`config.mk`:
```
export PLATFORM = sky130hd
export DESIGN_NAME = uart_serial_transceiver
export DESIGN_NICKNAME = d
export VERILOG_FILES = /design/src/rtl/uart_serial_transceiver.sv
export SDC_FILE = /design/constraint.sdc
export NUM_CORES = 1
export LEC_CHECK = 0
export ABC_AREA = 1
export CAP_MARGIN = 20
export CORE_AREA = 2 2 105 66
export DETAILED_ROUTE_END_ITERATION = 8
export DIE_AREA = 0 0 107 68
export HOLD_SLACK_MARGIN = 0.12
export MAX_ROUTING_LAYER = met4
export PLACE_DENSITY = 0.84
export SYNTH_ARGS = -nofsm -noshare
export SYNTH_HDL_FRONTEND = slang
export SYNTH_SLANG_ARGS = --single-unit
```
`constraint.sdc`:
```
create_clock -name sys_clk -period 4.3 [get_ports sys_clk]
set_clock_uncertainty 0.2 [all_clocks]
set_input_delay 0.86 -clock sys_clk [delete_from_list [all_inputs] [get_ports sys_clk]]
set_output_delay 0.86 -clock sys_clk [all_outputs]
set_load 0.005 [all_outputs]
```
`src/rtl/uart_serial_transceiver.sv`:
```
// Pin-level UART transmitter/receiver (8N1) timed by a 16x oversampling tick from a clock divisor.
// Define UART_PARITY_EN for 8E1 framing with an extra rx_parity_err pulse output.
module uart_serial_transceiver #(
  parameter int unsigned SYNC_STAGES    = 2,
  parameter int unsigned RX_IDLE_FILTER = 1
) (
  input  logic        sys_clk,
  input  logic        sys_rst,
  input  logic [15:0] divisor,
  input  logic        uart_rx,
  output logic        uart_tx,
  output logic [7:0]  rx_data,
  output logic        rx_done,
  output logic        rx_frame_err,
`ifdef UART_PARITY_EN
  output logic        rx_parity_err,
`endif
  input  logic [7:0]  tx_data,
  input  logic        tx_wr,
  output logic        tx_busy,
  output logic        tx_done,
  input  logic        break_en
);

  localparam int unsigned DATA_W = 8;
  localparam int unsigned CNT_W  = 4;
  localparam int unsigned SYNC_W = (SYNC_STAGES < 2) ? 2 : SYNC_STAGES;
`ifdef UART_PARITY_EN
  localparam int unsigned TX_BITS = 11;
`else
  localparam int unsigned TX_BITS = 10;
`endif

  localparam logic [2:0] RX_IDLE   = 3'd0;
  localparam logic [2:0] RX_START  = 3'd1;
  localparam logic [2:0] RX_DATA   = 3'd2;
  localparam logic [2:0] RX_STOP   = 3'd3;
`ifdef UART_PARITY_EN
  localparam logic [2:0] RX_PARITY = 3'd4;
`endif
  localparam logic [0:0] TX_IDLE  = 1'b0;
  localparam logic [0:0] TX_SHIFT = 1'b1;

  // 16x tick: reload on zero, so a divisor change lands at the next reload
  logic [15:0] tick_cnt;
  logic        tick;
  assign tick = (tick_cnt == 16'd0);

  always_ff @(posedge sys_clk) begin
    if (sys_rst)   tick_cnt <= '0;
    else if (tick) tick_cnt <= (divisor == 16'd0) ? 16'd0 : divisor - 16'd1;
    else           tick_cnt <= tick_cnt - 16'd1;
  end

  logic [SYNC_W-1:0] rx_sync;
  logic              rxs;
  assign rxs = rx_sync[SYNC_W-1];

  always_ff @(posedge sys_clk) begin
    if (sys_rst) rx_sync <= '1;
    else         rx_sync <= {rx_sync[SYNC_W-2:0], uart_rx};
  end

  logic [2:0]        rx_state, rx_state_d;
  logic [CNT_W-1:0]  rx_tcnt, rx_tcnt_d;
  logic [2:0]        rx_bcnt, rx_bcnt_d;
  logic [DATA_W-1:0] rx_shift, rx_shift_d, rx_data_d;
  logic              rx_done_d, rx_ferr_d;
`ifdef UART_PARITY_EN
  logic              rx_perr_flag, rx_perr_flag_d, rx_perr_d;
`endif

  always_ff @(posedge sys_clk) begin
    if (sys_rst) begin
      rx_state     <= RX_IDLE;
      rx_tcnt      <= '0;
      rx_bcnt      <= '0;
      rx_shift     <= '0;
      rx_data      <= '0;
      rx_done      <= 1'b0;
      rx_frame_err <= 1'b0;
`ifdef UART_PARITY_EN
      rx_perr_flag  <= 1'b0;
      rx_parity_err <= 1'b0;
`endif
    end else begin
      rx_state     <= rx_state_d;
      rx_tcnt      <= rx_tcnt_d;
      rx_bcnt      <= rx_bcnt_d;
      rx_shift     <= rx_shift_d;
      rx_data      <= rx_data_d;
      rx_done      <= rx_done_d;
      rx_frame_err <= rx_ferr_d;
`ifdef UART_PARITY_EN
      rx_perr_flag  <= rx_perr_flag_d;
      rx_parity_err <= rx_perr_d;
`endif
    end
  end

  // Receiver: mid-bit sampling, 8 ticks into start then every 16 ticks
  always_comb begin
    rx_state_d = rx_state;
    rx_tcnt_d  = rx_tcnt;
    rx_bcnt_d  = rx_bcnt;
    rx_shift_d = rx_shift;
    rx_data_d  = rx_data;
    rx_done_d  = 1'b0;
    rx_ferr_d  = 1'b0;
`ifdef UART_PARITY_EN
    rx_perr_flag_d = rx_perr_flag;
    rx_perr_d      = 1'b0;
`endif
    case (rx_state)
      RX_IDLE: begin
        if (tick && !rxs) begin
          rx_state_d = RX_START;
          rx_tcnt_d  = '0;
        end
      end
      RX_START: begin
        if (tick) begin
          rx_tcnt_d = rx_tcnt + 4'd1;
          if (rx_tcnt == 4'd7) begin
            rx_tcnt_d  = '0;
            rx_bcnt_d  = '0;
            rx_state_d = (rxs && (RX_IDLE_FILTER != 0)) ? RX_IDLE : RX_DATA;
          end
        end
      end
      RX_DATA: begin
        if (tick) begin
          rx_tcnt_d = rx_tcnt + 4'd1;
          if (rx_tcnt == 4'hF) begin
            rx_shift_d = {rxs, rx_shift[DATA_W-1:1]};
            rx_bcnt_d  = rx_bcnt + 3'd1;
`ifdef UART_PARITY_EN
            if (rx_bcnt == 3'd7) rx_state_d = RX_PARITY;
`else
            if (rx_bcnt == 3'd7) rx_state_d = RX_STOP;
`endif
          end
        end
      end
`ifdef UART_PARITY_EN
      RX_PARITY: begin
        if (tick) begin
          rx_tcnt_d = rx_tcnt + 4'd1;
          if (rx_tcnt == 4'hF) begin
            rx_perr_flag_d = rxs ^ (^rx_shift);
            rx_state_d     = RX_STOP;
          end
        end
      end
`endif
      RX_STOP: begin
        if (tick) begin
          rx_tcnt_d = rx_tcnt + 4'd1;
          if (rx_tcnt == 4'hF) begin
            rx_data_d  = rx_shift;
            rx_done_d  = 1'b1;
            rx_ferr_d  = ~rxs;
`ifdef UART_PARITY_EN
            rx_perr_d  = rx_perr_flag;
`endif
            rx_state_d = RX_IDLE;
          end
        end
      end
      default: rx_state_d = RX_IDLE;
    endcase
  end

  logic [0:0]         tx_state, tx_state_d;
  logic [TX_BITS-1:0] tx_shift, tx_shift_d, tx_frame;
  logic [CNT_W-1:0]   tx_tcnt, tx_tcnt_d, tx_bcnt, tx_bcnt_d;
  logic               tx_busy_d, tx_done_d, uart_tx_d;

`ifdef UART_PARITY_EN
  assign tx_frame = {1'b1, ^tx_data, tx_data, 1'b0};
`else
  assign tx_frame = {1'b1, tx_data, 1'b0};
`endif

  always_ff @(posedge sys_clk) begin
    if (sys_rst) begin
      tx_state <= TX_IDLE;
      tx_shift <= '1;
      tx_tcnt  <= '0;
      tx_bcnt  <= '0;
      tx_busy  <= 1'b0;
      tx_done  <= 1'b0;
      uart_tx  <= 1'b1;
    end else begin
      tx_state <= tx_state_d;
      tx_shift <= tx_shift_d;
      tx_tcnt  <= tx_tcnt_d;
      tx_bcnt  <= tx_bcnt_d;
      tx_busy  <= tx_busy_d;
      tx_done  <= tx_done_d;
      uart_tx  <= uart_tx_d;
    end
  end

  // Transmitter: busy covers the tx_done cycle so a write coinciding with it is dropped
  always_comb begin
    tx_state_d = tx_state;
    tx_shift_d = tx_shift;
    tx_tcnt_d  = tx_tcnt;
    tx_bcnt_d  = tx_bcnt;
    tx_busy_d  = tx_busy;
    tx_done_d  = 1'b0;
    case (tx_state)
      TX_IDLE: begin
        tx_busy_d = 1'b0;
        if (tx_wr && !tx_busy) begin
          tx_shift_d = tx_frame;
          tx_state_d = TX_SHIFT;
          tx_tcnt_d  = '0;
          tx_bcnt_d  = '0;
          tx_busy_d  = 1'b1;
        end
      end
      TX_SHIFT: begin
        tx_busy_d = 1'b1;
        if (tick) begin
          tx_tcnt_d = tx_tcnt + 4'd1;
          if (tx_tcnt == 4'hF) begin
            if (tx_bcnt == 4'(TX_BITS - 1)) begin
              tx_state_d = TX_IDLE;
              tx_done_d  = 1'b1;
              tx_shift_d = '1;
            end else begin
              tx_shift_d = {1'b1, tx_shift[TX_BITS-1:1]};
              tx_bcnt_d  = tx_bcnt + 4'd1;
            end
          end
        end
      end
      default: tx_state_d = TX_IDLE;
    endcase
    uart_tx_d = tx_shift_d[0] & ~break_en;
  end

endmodule

```
==> summary.txt <==
Clocking
  • Root Driver: clkbuf_8
  • Clock Latency Late Sink: 0.34 ns
  • CTS sink cnt: between 60 and 70
  • # resized after CTS: 0
  • Total CTS buffers: 9
  • H-tree level count: 3
  • Setup repair bufs after CTS: 0
  • Post-CTS Hold Buffers: 0
  • Worst-path clk slew: roughly 0.08 ns
  • CTS Buffer Depth: 2
  • CTS tree: done

Critical path
  • CP max-delay cell: clkdlybuf4s50_1
  • Worst Setup Start Kind: input port
  • Buf/Inv on CP: 3
  • Setup CP Type: in2reg
  • Crit path required time: 4.39 ns
  • Delay-heaviest family, CP: buffers and inverters
  • Slowest stage delay, CP: around 0.47 ns
  • Crit-path max FO: 51
  • Setup crit end kind: flop
  • Worst EP arrival: 2.81 ns
  • Critical Path, Cell by Cell: clkdlybuf4s50_1 -> buf_4 -> inv_1 -> nand2_1 -> o21ai_0 -> nand3_1

STA
  • RSZ-0062 raised after global routing: no
  • Final Hold Vio Count: 0
  • Setup violations, final: 0
  • Worst slew pin tran: 0.544 ns
  • Period utilization: a little under two thirds
  • Max Freq: between 0.3 and 0.4 GHz
  • Slew Viols, Final: 0
  • Setup TNS: 0 ns
  • Min cycle time layout: around 2.7 ns
  • Hold slack: between 0.2 and 0.25 ns
  • Slew headroom: around 64%

Layout
  • Most common cell after layout, fill and taps aside: nand2_1
  • Ant diodes: 0
  • # fillers: 500
  • Nets: between 600 and 700
  • Commonest cells after routing, fill and taps aside: nand2_1, nor2_1, dfxtp_1, inv_1, clkdlybuf4s50_1
  • Share of cells above drive strength 1: about a tenth
  • Layout area overhead: 19.2%

Detailed routing
  • Vias: 3652
  • Drt drc: 0
  • DRT Pass-1 Iters: 6
  • Vias per inst: around 5.3
  • Routed Antenna Nets: 0
  • DRT iter0 DRCs: 238
  • Wire per inst: around 13 µm
  • Total Routed Length: 8840 µm

Logic synthesis
  • Mapped Cells: ~550
  • Main flop type after synthesis: dfxtp_1
  • Sequential area share after synthesis: 35.6%
  • Yosys reg bits: 67
  • Post-Syn Area: 3760 µm²
  • Post-synth top area share: 35.6%
  • Syn Nets: around 600
  • Syn Area/Cell: slightly below 7 µm²
  • Async S/R FF share, synth: 0%
  • Syn. warnings: 0
  • Distinct cells, synth: 37
  • Number of flops mapped to enable cells by yosys: 0
  • Largest cells by area after synthesis: dfxtp_1, nand2_1, nor2_1, inv_1, nand3_1
  • Synth area leader: dfxtp_1

Power
  • Clock power share: roughly 29%
  • Max VDD drop: approximately 0.26 mV
  • Switching power: ~0.85 mW
  • PwrDens: about 500 nW/µm²
  • Internal power: about 1.4 mW
  • Lkg Pwr: 2.07 nW
  • Comb pwr share: ~37%
  • Net switching fraction of the power: between 30% and 40%
  • Register share of total power: between 30% and 40%

Floorplan
  • Die Y: roughly 68 µm
  • Die area: ~7300 µm²
  • Die X-Extent: 107 µm
  • Core area: ~6400 µm²
  • Row Count: 23
  • Io pins: 42
  • Starting Density: between 50% and 60%

Place
  • HPWL after detailed placement: 6520 µm
  • RD Place Congestion: ~0.97
  • Buffers added on ports: 41

Min path
  • Worst Hold Class: reg2reg

Global routing
  • Vias in the first global route: 3232
  • Largest net degree at the start of global routing: 52
  • Grt ovf: 0
  • Gr usage total: approximately 27%
  • First-pass GRT wire length: approximately 15000 µm
  • Initial antenna violation count: 0

Run status
  • Status: finished clean

Job
  • Max-cap violation count: 0
layer usage:
metal  vias up  routed length [µm]  GRT usage, %
met2       103                3750          39.7
met5         -                   0             -
li1       1858                   -             -
met4         0                  59          6.01
met1      1681                4390          37.8
met3        10                 636          5.62
power by group through the flow:
stage / Combinational (mW) / Sequential, mW / Clock, mW
after floorplan: 0.654 / 0.761 / 0
after global placement: 0.791 / 0.777 / 0
after detailed placement: 0.809 / 0.782 / 0
after CTS: 0.816 / 0.768 / 0.656
after global routing: 0.931 / 0.779 / 0.675
final: 0.827 / 0.771 / 0.651
sequential cells by signal, summed over array words and instances (netlist names):
| register | flops |
|---|---|
| tx_busy | 1 |
| rx_shift | 8 |
| uart_tx | 1 |
| rx_data | 8 |
| rx_tcnt | 4 |
| tx_tcnt | 4 |
| tx_bcnt | 4 |
| rx_sync | 2 |
| rx_frame_err | 1 |
| tx_shift | 10 |
| rx_state | 2 |
| rx_bcnt | 3 |
| rx_done | 1 |
| tx_done | 1 |
| tick_cnt | 16 |
| tx_state | 1 |
cells in the mapped netlist (3+ instances only):
cell type,number
nor3_1,3
xnor2_1,3
nand2_2,4
nand2_4,3
ha_1,9
nor2_1,92
nor2_2,10
nand3_1,39
or2_2,6
nand3b_1,3
inv_1,57
nand3_2,4
o21ai_0,31
dfxtp_1,67
nand2_1,134
nand4_1,10
nor3b_1,6
xor2_1,11
clkbuf_1,7
a21oi_1,33
per-stage QoR:
| step | setup WS, ns | utilization, % | instance area [µm²] | power, mW | cells |
|---|---|---|---|---|---|
| floorplan | 1.98 | - | 3760 | 1.41 | 554 |
| global placement | 1.38 | 66.0 | 4240 | 1.57 | 673 |
| detailed placement | 1.29 | 66.0 | 4240 | 1.59 | 673 |
| CTS | 1.63 | 69.9 | 4490 | 2.24 | 689 |
| global route | 1.36 | 69.9 | 4490 | 2.38 | 689 |
| finish | 1.58 | 69.9 | 4490 | 2.25 | 689 |
logic make-up after synthesis:
logic type / count (synthesis) / share of synthesized area [%]
flops: 67 / 35.6
buf+inv: 69 / 7.38
fa+ha+maj: 9 / 2.99
compound gates: 69 / 9.57
simple gates: 326 / 41.2
xor+xnor: 14 / 3.26
layout make-up:
type	instances	area (µm²)	share of cell area, %
clock inverters	6	113	2.51
repair buffers	42	418	9.31
inverters	59	224	4.99
well taps	87	109	2.43
multi-input cells	418	2140	47.8
flip-flops and latches	67	1340	29.9
clock buffers	10	138	3.07
final timing paths:
| path | end | slack [ns] | cells after the start | from |
|---|---|---|---|---|
| worst max-delay path | tx_shift[3] | 1.58 | 6 | sys_rst |
| worst min-delay path | rx_sync[1] | 0.24 | 1 | rx_sync[0] |
| worst max register to register | tick_cnt[9] | 2.01 | 8 | tick_cnt[0] |
| worst min register to register | rx_sync[1] | 0.24 | 1 | rx_sync[0] |
(Power assumes the default switching activity.)
